[config.mk]
export PLATFORM = sky130hd
export DESIGN_NAME = inst_fetch_unit
export DESIGN_NICKNAME = d
export VERILOG_FILES = /design/src/rtl/inst_fetch_unit.sv
export SDC_FILE = /design/constraint.sdc
export NUM_CORES = 1
export LEC_CHECK = 0
export CORE_MARGIN = 3
export CORE_UTILIZATION = 43
export CTS_CLUSTER_DIAMETER = 60
export DETAILED_ROUTE_END_ITERATION = 7
export PLACE_DENSITY = 0.76
export SLEW_MARGIN = 20
export SYNTH_ARGS = -nofsm -noshare
export SYNTH_HDL_FRONTEND = slang
export SYNTH_SLANG_ARGS = --single-unit
[constraint.sdc]
create_clock -name clk -period 1.9 [get_ports clk]
set_input_delay 0.285 -clock clk [delete_from_list [all_inputs] [get_ports clk]]
set_output_delay 0.285 -clock clk [all_outputs]
set_load 0.02 [all_outputs]
[src/rtl/inst_fetch_unit.sv]
// Instruction fetch/issue sequencer: fetches one word at pc, holds it in op until the datapath retires it.
// Latency: one cycle from a sampled imem_ack to op_valid; one cycle from exec_done to the next imem_req.
// Backpressure: imem_req is held until imem_ack is sampled; op is held until exec_done is sampled.
//
// Optional feature macro: IFU_HALT_EN (halt-instruction detection and the HALT state).
//
// Ports:
//   clk, rst                 - clock (rising edge), asynchronous active-high reset
//   imem_req, imem_addr      - instruction read request, address (always equals pc)
//   imem_ack, imem_rdata     - read response valid, instruction word
//   op, op_valid             - instruction register to the decoder, valid while issuing
//   exec_done                - datapath finished the instruction in op
//   branch_taken/_target     - redirect, sampled only with exec_done
//   resume                   - leave HALT (only with IFU_HALT_EN)
//   pc, halted, retired      - program counter, halt status, retired-instruction count
module inst_fetch_unit #(
  parameter logic [15:0] RESET_PC = 16'h0000
) (
  input  logic        clk,
  input  logic        rst,
  output logic        imem_req,
  output logic [15:0] imem_addr,
  input  logic        imem_ack,
  input  logic [15:0] imem_rdata,
  output logic [15:0] op,
  output logic        op_valid,
  input  logic        exec_done,
  input  logic        branch_taken,
  input  logic [15:0] branch_target,
  input  logic        resume,
  output logic [15:0] pc,
  output logic        halted,
  output logic [15:0] retired
);

  typedef enum logic [1:0] {IDLE, FETCH, ISSUE, HALT} state_t;

  state_t state, state_nxt;
  logic   fetch_fire;
  logic   retire_fire;
  logic   is_halt;
  logic   resume_ok;

  // Handshakes only count in the state that owns them; strays elsewhere are dropped.
  assign fetch_fire  = (state == FETCH) && imem_ack;
  assign retire_fire = (state == ISSUE) && exec_done;

`ifdef IFU_HALT_EN
  assign is_halt   = (op[15:14] == 2'b11) && (op[7:4] == 4'b1111);
  assign resume_ok = resume;
`else
  // Halt words retire like any other instruction; HALT is never entered.
  logic unused_resume;
  assign unused_resume = resume;
  assign is_halt       = 1'b0;
  assign resume_ok     = 1'b1;
`endif

  always_ff @(posedge clk or posedge rst) begin
    if (rst) begin
      state <= IDLE;
    end else begin
      state <= state_nxt;
    end
  end

  // Outputs decode from state alone, so the async reset drops imem_req at once.
  always_comb begin
    state_nxt = state;
    imem_req  = 1'b0;
    op_valid  = 1'b0;
    halted    = 1'b0;
    case (state)
      IDLE: begin
        state_nxt = FETCH;
      end
      FETCH: begin
        imem_req = 1'b1;
        if (imem_ack) begin
          state_nxt = ISSUE;
        end
      end
      ISSUE: begin
        op_valid = 1'b1;
        if (exec_done) begin
          state_nxt = is_halt ? HALT : FETCH;
        end
      end
      HALT: begin
        halted = 1'b1;
        if (resume_ok) begin
          state_nxt = FETCH;
        end
      end
      default: begin
        state_nxt = IDLE;
      end
    endcase
  end

  assign imem_addr = pc;

  // pc and retired advance on every retirement, including the halt word itself.
  always_ff @(posedge clk or posedge rst) begin
    if (rst) begin
      pc      <= RESET_PC;
      op      <= 16'h0000;
      retired <= 16'h0000;
    end else begin
      if (fetch_fire) begin
        op <= imem_rdata;
      end
      if (retire_fire) begin
        pc      <= branch_taken ? branch_target : pc + 16'd1;
        retired <= retired + 16'd1;
      end
    end
  end

endmodule

==> flow_metrics.env <==
export IMPL_netlist_area_um2=2580
export IMPL_rrSetupSlack_ps=250
export IMPL_postSynthNetCount=288
export IMPL_dr_total_vias=2181
export IMPL_routed_wirelength_um=6130
export IMPL_die_w_um=83.5
export IMPL_total_leakage_power_nw=1.53
export IMPL_synth_top_flop_cell="sky130_fd_sc_hd__dfrtp_1"
export IMPL_number_of_buffers_added_on_ports=103
export IMPL_start_util_pct=45.5
export IMPL_report_final_hold_viol_count=0
export IMPL_cts_made_buffers=5
export IMPL_route_detailed_wl_per_inst_um=14.7
export IMPL_gr_max_usage_layer="met2"
export IMPL_synth_edf_count=0
export IMPL_biggest_cell_delay_along_the_critical_path_ps=610
export IMPL_fp_coreArea_um2=5680
export IMPL_area_growth_synth_to_final_pct=44.6
export IMPL_fin_ws_ps=81.3
export IMPL_synth_sequential_area_ratio_pct=48.4
export IMPL_cts_setup_buffers=0
export IMPL_number_of_standard_cells_after_synthesis=248
export IMPL_fmax_ghz=0.550
export IMPL_power_per_cell_area_nw_per_um2=1220
export IMPL_postRouteAntennaNets=0
export IMPL_routabilityCongestion=0.812
export IMPL_avgViaCountPerCell=5.24
export IMPL_worstHoldPathType="input pin to asynchronous set/reset pin"
export IMPL_first_global_vias=2062
export IMPL_cp_end_kind="output port"
export IMPL_die_height_um=83.5
export IMPL_slowest_stage="sky130_fd_sc_hd__clkdlybuf4s50_1"
export IMPL_global_route_usage_total_pct=17.7
export IMPL_post_route_min_period_ps=1820
export IMPL_grt_setup_unrepaired="false"
export IMPL_globalRouteOverflowTotal=0
export IMPL_post_place_ws_ps=3.46
export IMPL_critical_path_arrival_ps=1530
export IMPL_clock_sink_count=50
export IMPL_grt_util_met3_pct=3.85
export IMPL_final_min_period_over_clock_period_pct=95.7
export IMPL_cap_violations=0
export IMPL_drc_errors=0
export IMPL_tns_ps=0
export IMPL_yosys_cell_types_count=49
export IMPL_fin_worst_skew_ps=3.79
export IMPL_final_nets=383
export IMPL_postSynthAreaPerCell_um2=10.4
export IMPL_cp_cell_sequence="nand2b_1 -> inv_1 -> clkdlybuf4s50_1"
export IMPL_whs_ps=261
export IMPL_timing_worst_slew_pin_value_ps=399
export IMPL_global_route_wire_length_before_repair_um=10100
export IMPL_start_kind="flip-flop"
export IMPL_global_route_usage_met2_pct=30.2
export IMPL_r2r_start="imem_addr[2]$_DFFE_PP0P_"
export IMPL_clock_insertion_delay_worst_skew_ps=300
export IMPL_worstSetupPathType="flip-flop to output port"
export IMPL_reg_to_reg_critical_path_endpoint="imem_addr[13]$_DFFE_PP0P_"
export IMPL_cts_root_buf="sky130_fd_sc_hd__clkbuf_8"
export IMPL_worst_ir_drop_vdd_mv=0.751
export IMPL_place_hpwl_um=4600
export IMPL_final_layout_size_suffix_gt1_share_pct=13.4
export IMPL_synth_ff_latch_count=50
export IMPL_cts_tree="built"
export IMPL_drt_first_iter_violations=102
export IMPL_worst_slew_margin_rel_pct=73.3
export IMPL_diodes=0
export IMPL_io_pins=105
export IMPL_worst_path_max_fanout=5
export IMPL_timing_final_max_slew_violations=0
export IMPL_initial_antenna_violation_count=0
export IMPL_ys_async_sr_fraction_pct=100
export IMPL_rows=27
export IMPL_ys_warnings_count=0
export IMPL_fillCellCount=480
export IMPL_cts_buffer_depth=2
export IMPL_final_setup_viol_count=0
export IMPL_path_delay_family="buffers and inverters"
export IMPL_final_core_util_pct=65.8
export IMPL_maximum_number_of_pins_on_one_net_before_global_route_repair=41
export IMPL_placement_cell_area_um2=3650
export IMPL_design_die_area_um2=6970
export IMPL_fin_area_um2=3730
export IMPL_rr_worst_depth=5
export IMPL_global_route_usage_met1_pct=22.8
export IMPL_clk_pin_slew_ps=90
export IMPL_clock_tree_htree_level_count=2
export IMPL_cp_num_buf_inv=2
export IMPL_number_of_detailed_routing_iterations_run_before_antenna_repair=4
export IMPL_run_status="completed"
export IMPL_worst_endpoint_required_ps=1620
cells in the final DEF, fill, tap and decap left out, drive strengths merged, types with 4 or more instances in the layout:
cell type / count
inv: 8
o21ai: 12
clkdlybuf4s50: 102
a21oi: 9
nor3: 11
nand2: 16
nor4: 7
dfrtp: 50
xnor2: 11
buf: 12
xor2: 4
mux2: 16
nand3: 18
nand4: 6
mux2i: 4
clkbuf: 6
nor2: 9
nand3b: 4
layer usage:
| metal | share of wire [%] | vias to the layer above |
|---|---|---|
| met1 | 43 | 1043 |
| met4 | 0.85 | 0 |
| met2 | 51 | 73 |
| met3 | 5.1 | 4 |
| li1 | - | 1061 |
| met5 | 0 | - |
cell usage after synthesis, types with 4 or more instances:
| library cell | instances | area share (%) |
|---|---|---|
| sky130_fd_sc_hd__a21oi_1 | 9 | 1.7 |
| sky130_fd_sc_hd__buf_2 | 7 | 1.4 |
| sky130_fd_sc_hd__buf_4 | 16 | 4.6 |
| sky130_fd_sc_hd__dfrtp_1 | 50 | 48 |
| sky130_fd_sc_hd__inv_1 | 8 | 1.2 |
| sky130_fd_sc_hd__mux2_2 | 16 | 7.0 |
| sky130_fd_sc_hd__mux2i_1 | 4 | 1.5 |
| sky130_fd_sc_hd__nand2_1 | 15 | 2.2 |
| sky130_fd_sc_hd__nand3_1 | 17 | 3.3 |
| sky130_fd_sc_hd__nand4_1 | 5 | 1.2 |
| sky130_fd_sc_hd__nor2_1 | 9 | 1.3 |
| sky130_fd_sc_hd__nor3_1 | 11 | 2.1 |
| sky130_fd_sc_hd__nor4_1 | 5 | 1.2 |
| sky130_fd_sc_hd__o21ai_0 | 12 | 2.3 |
| sky130_fd_sc_hd__xnor2_1 | 11 | 3.7 |
| sky130_fd_sc_hd__xor2_1 | 4 | 1.4 |
cell families (layout without fill, tap and decap cells):
logic type	after synthesis	count (layout)	synth area share, %
adder cells (fa/ha/maj)	2	2	0.968
flip-flops	50	50	48.4
XOR/XNOR	15	15	5.08
multiplexers	20	20	8.52
AND/OR/NAND/NOR	88	88	19.8
AO/OA/AOI/OAI	38	38	9.49
buffers and inverters	35	131	7.75
through the flow:
step | total power [mW] | std cells
after floorplan | 2.96 | 248
after global placement | 3.96 | 408
after detailed placement | 4.00 | 408
after CTS | 4.62 | 416
after global routing | 4.83 | 416
final | 4.56 | 416
where the power goes:
part,internal [mW],switching [mW],total (mW)
registers,1.37,0.327,1.70
clock network,0.260,0.347,0.608
logic,1.15,1.10,2.25
how the worst max path moves through the flow:
| stage | start | to | slack, ps | depth (start not counted) |
|---|---|---|---|---|
| 2_1_floorplan | imem_addr[0]$_DFFE_PP0P_ | imem_addr[12]$_DFFE_PP0P_ | 120 | 5 |
| 3_3_place_gp | exec_done | imem_addr[12]$_DFFE_PP0P_ | 40 | 5 |
| 3_5_place_dp | exec_done | imem_addr[12]$_DFFE_PP0P_ | 3 | 5 |
| 4_1_cts | state[0]$_DFFE_PP0P_ | op_valid | 60 | 3 |
| 5_1_grt | state[0]$_DFFE_PP0P_ | op_valid | 20 | 3 |
| 6_report | state[0]$_DFFE_PP0P_ | op_valid | 80 | 3 |
timing repair:
item | in CTS | in global routing
resized for setup | 1 | 0
hold buffers | 0 | 0
setup endpoints to repair | 1 | 0
final cells by class:
cell class	count	area (um^2)	share of cell area (%)
timing repair buffer	115	1140	30.7
inverter	8	30.0	0.804
sequential	50	1250	33.5
tap	72	90.1	2.41
clock buffer	6	72.6	1.94
multi-input combinational	163	1130	30.3
clock inverter	2	13.8	0.369
flip-flops by register name (all words and copies together) (netlist names):
name	cells
imem_addr	16
op	16
retired	16
state	2
Power figures use the tool's default switching activity.
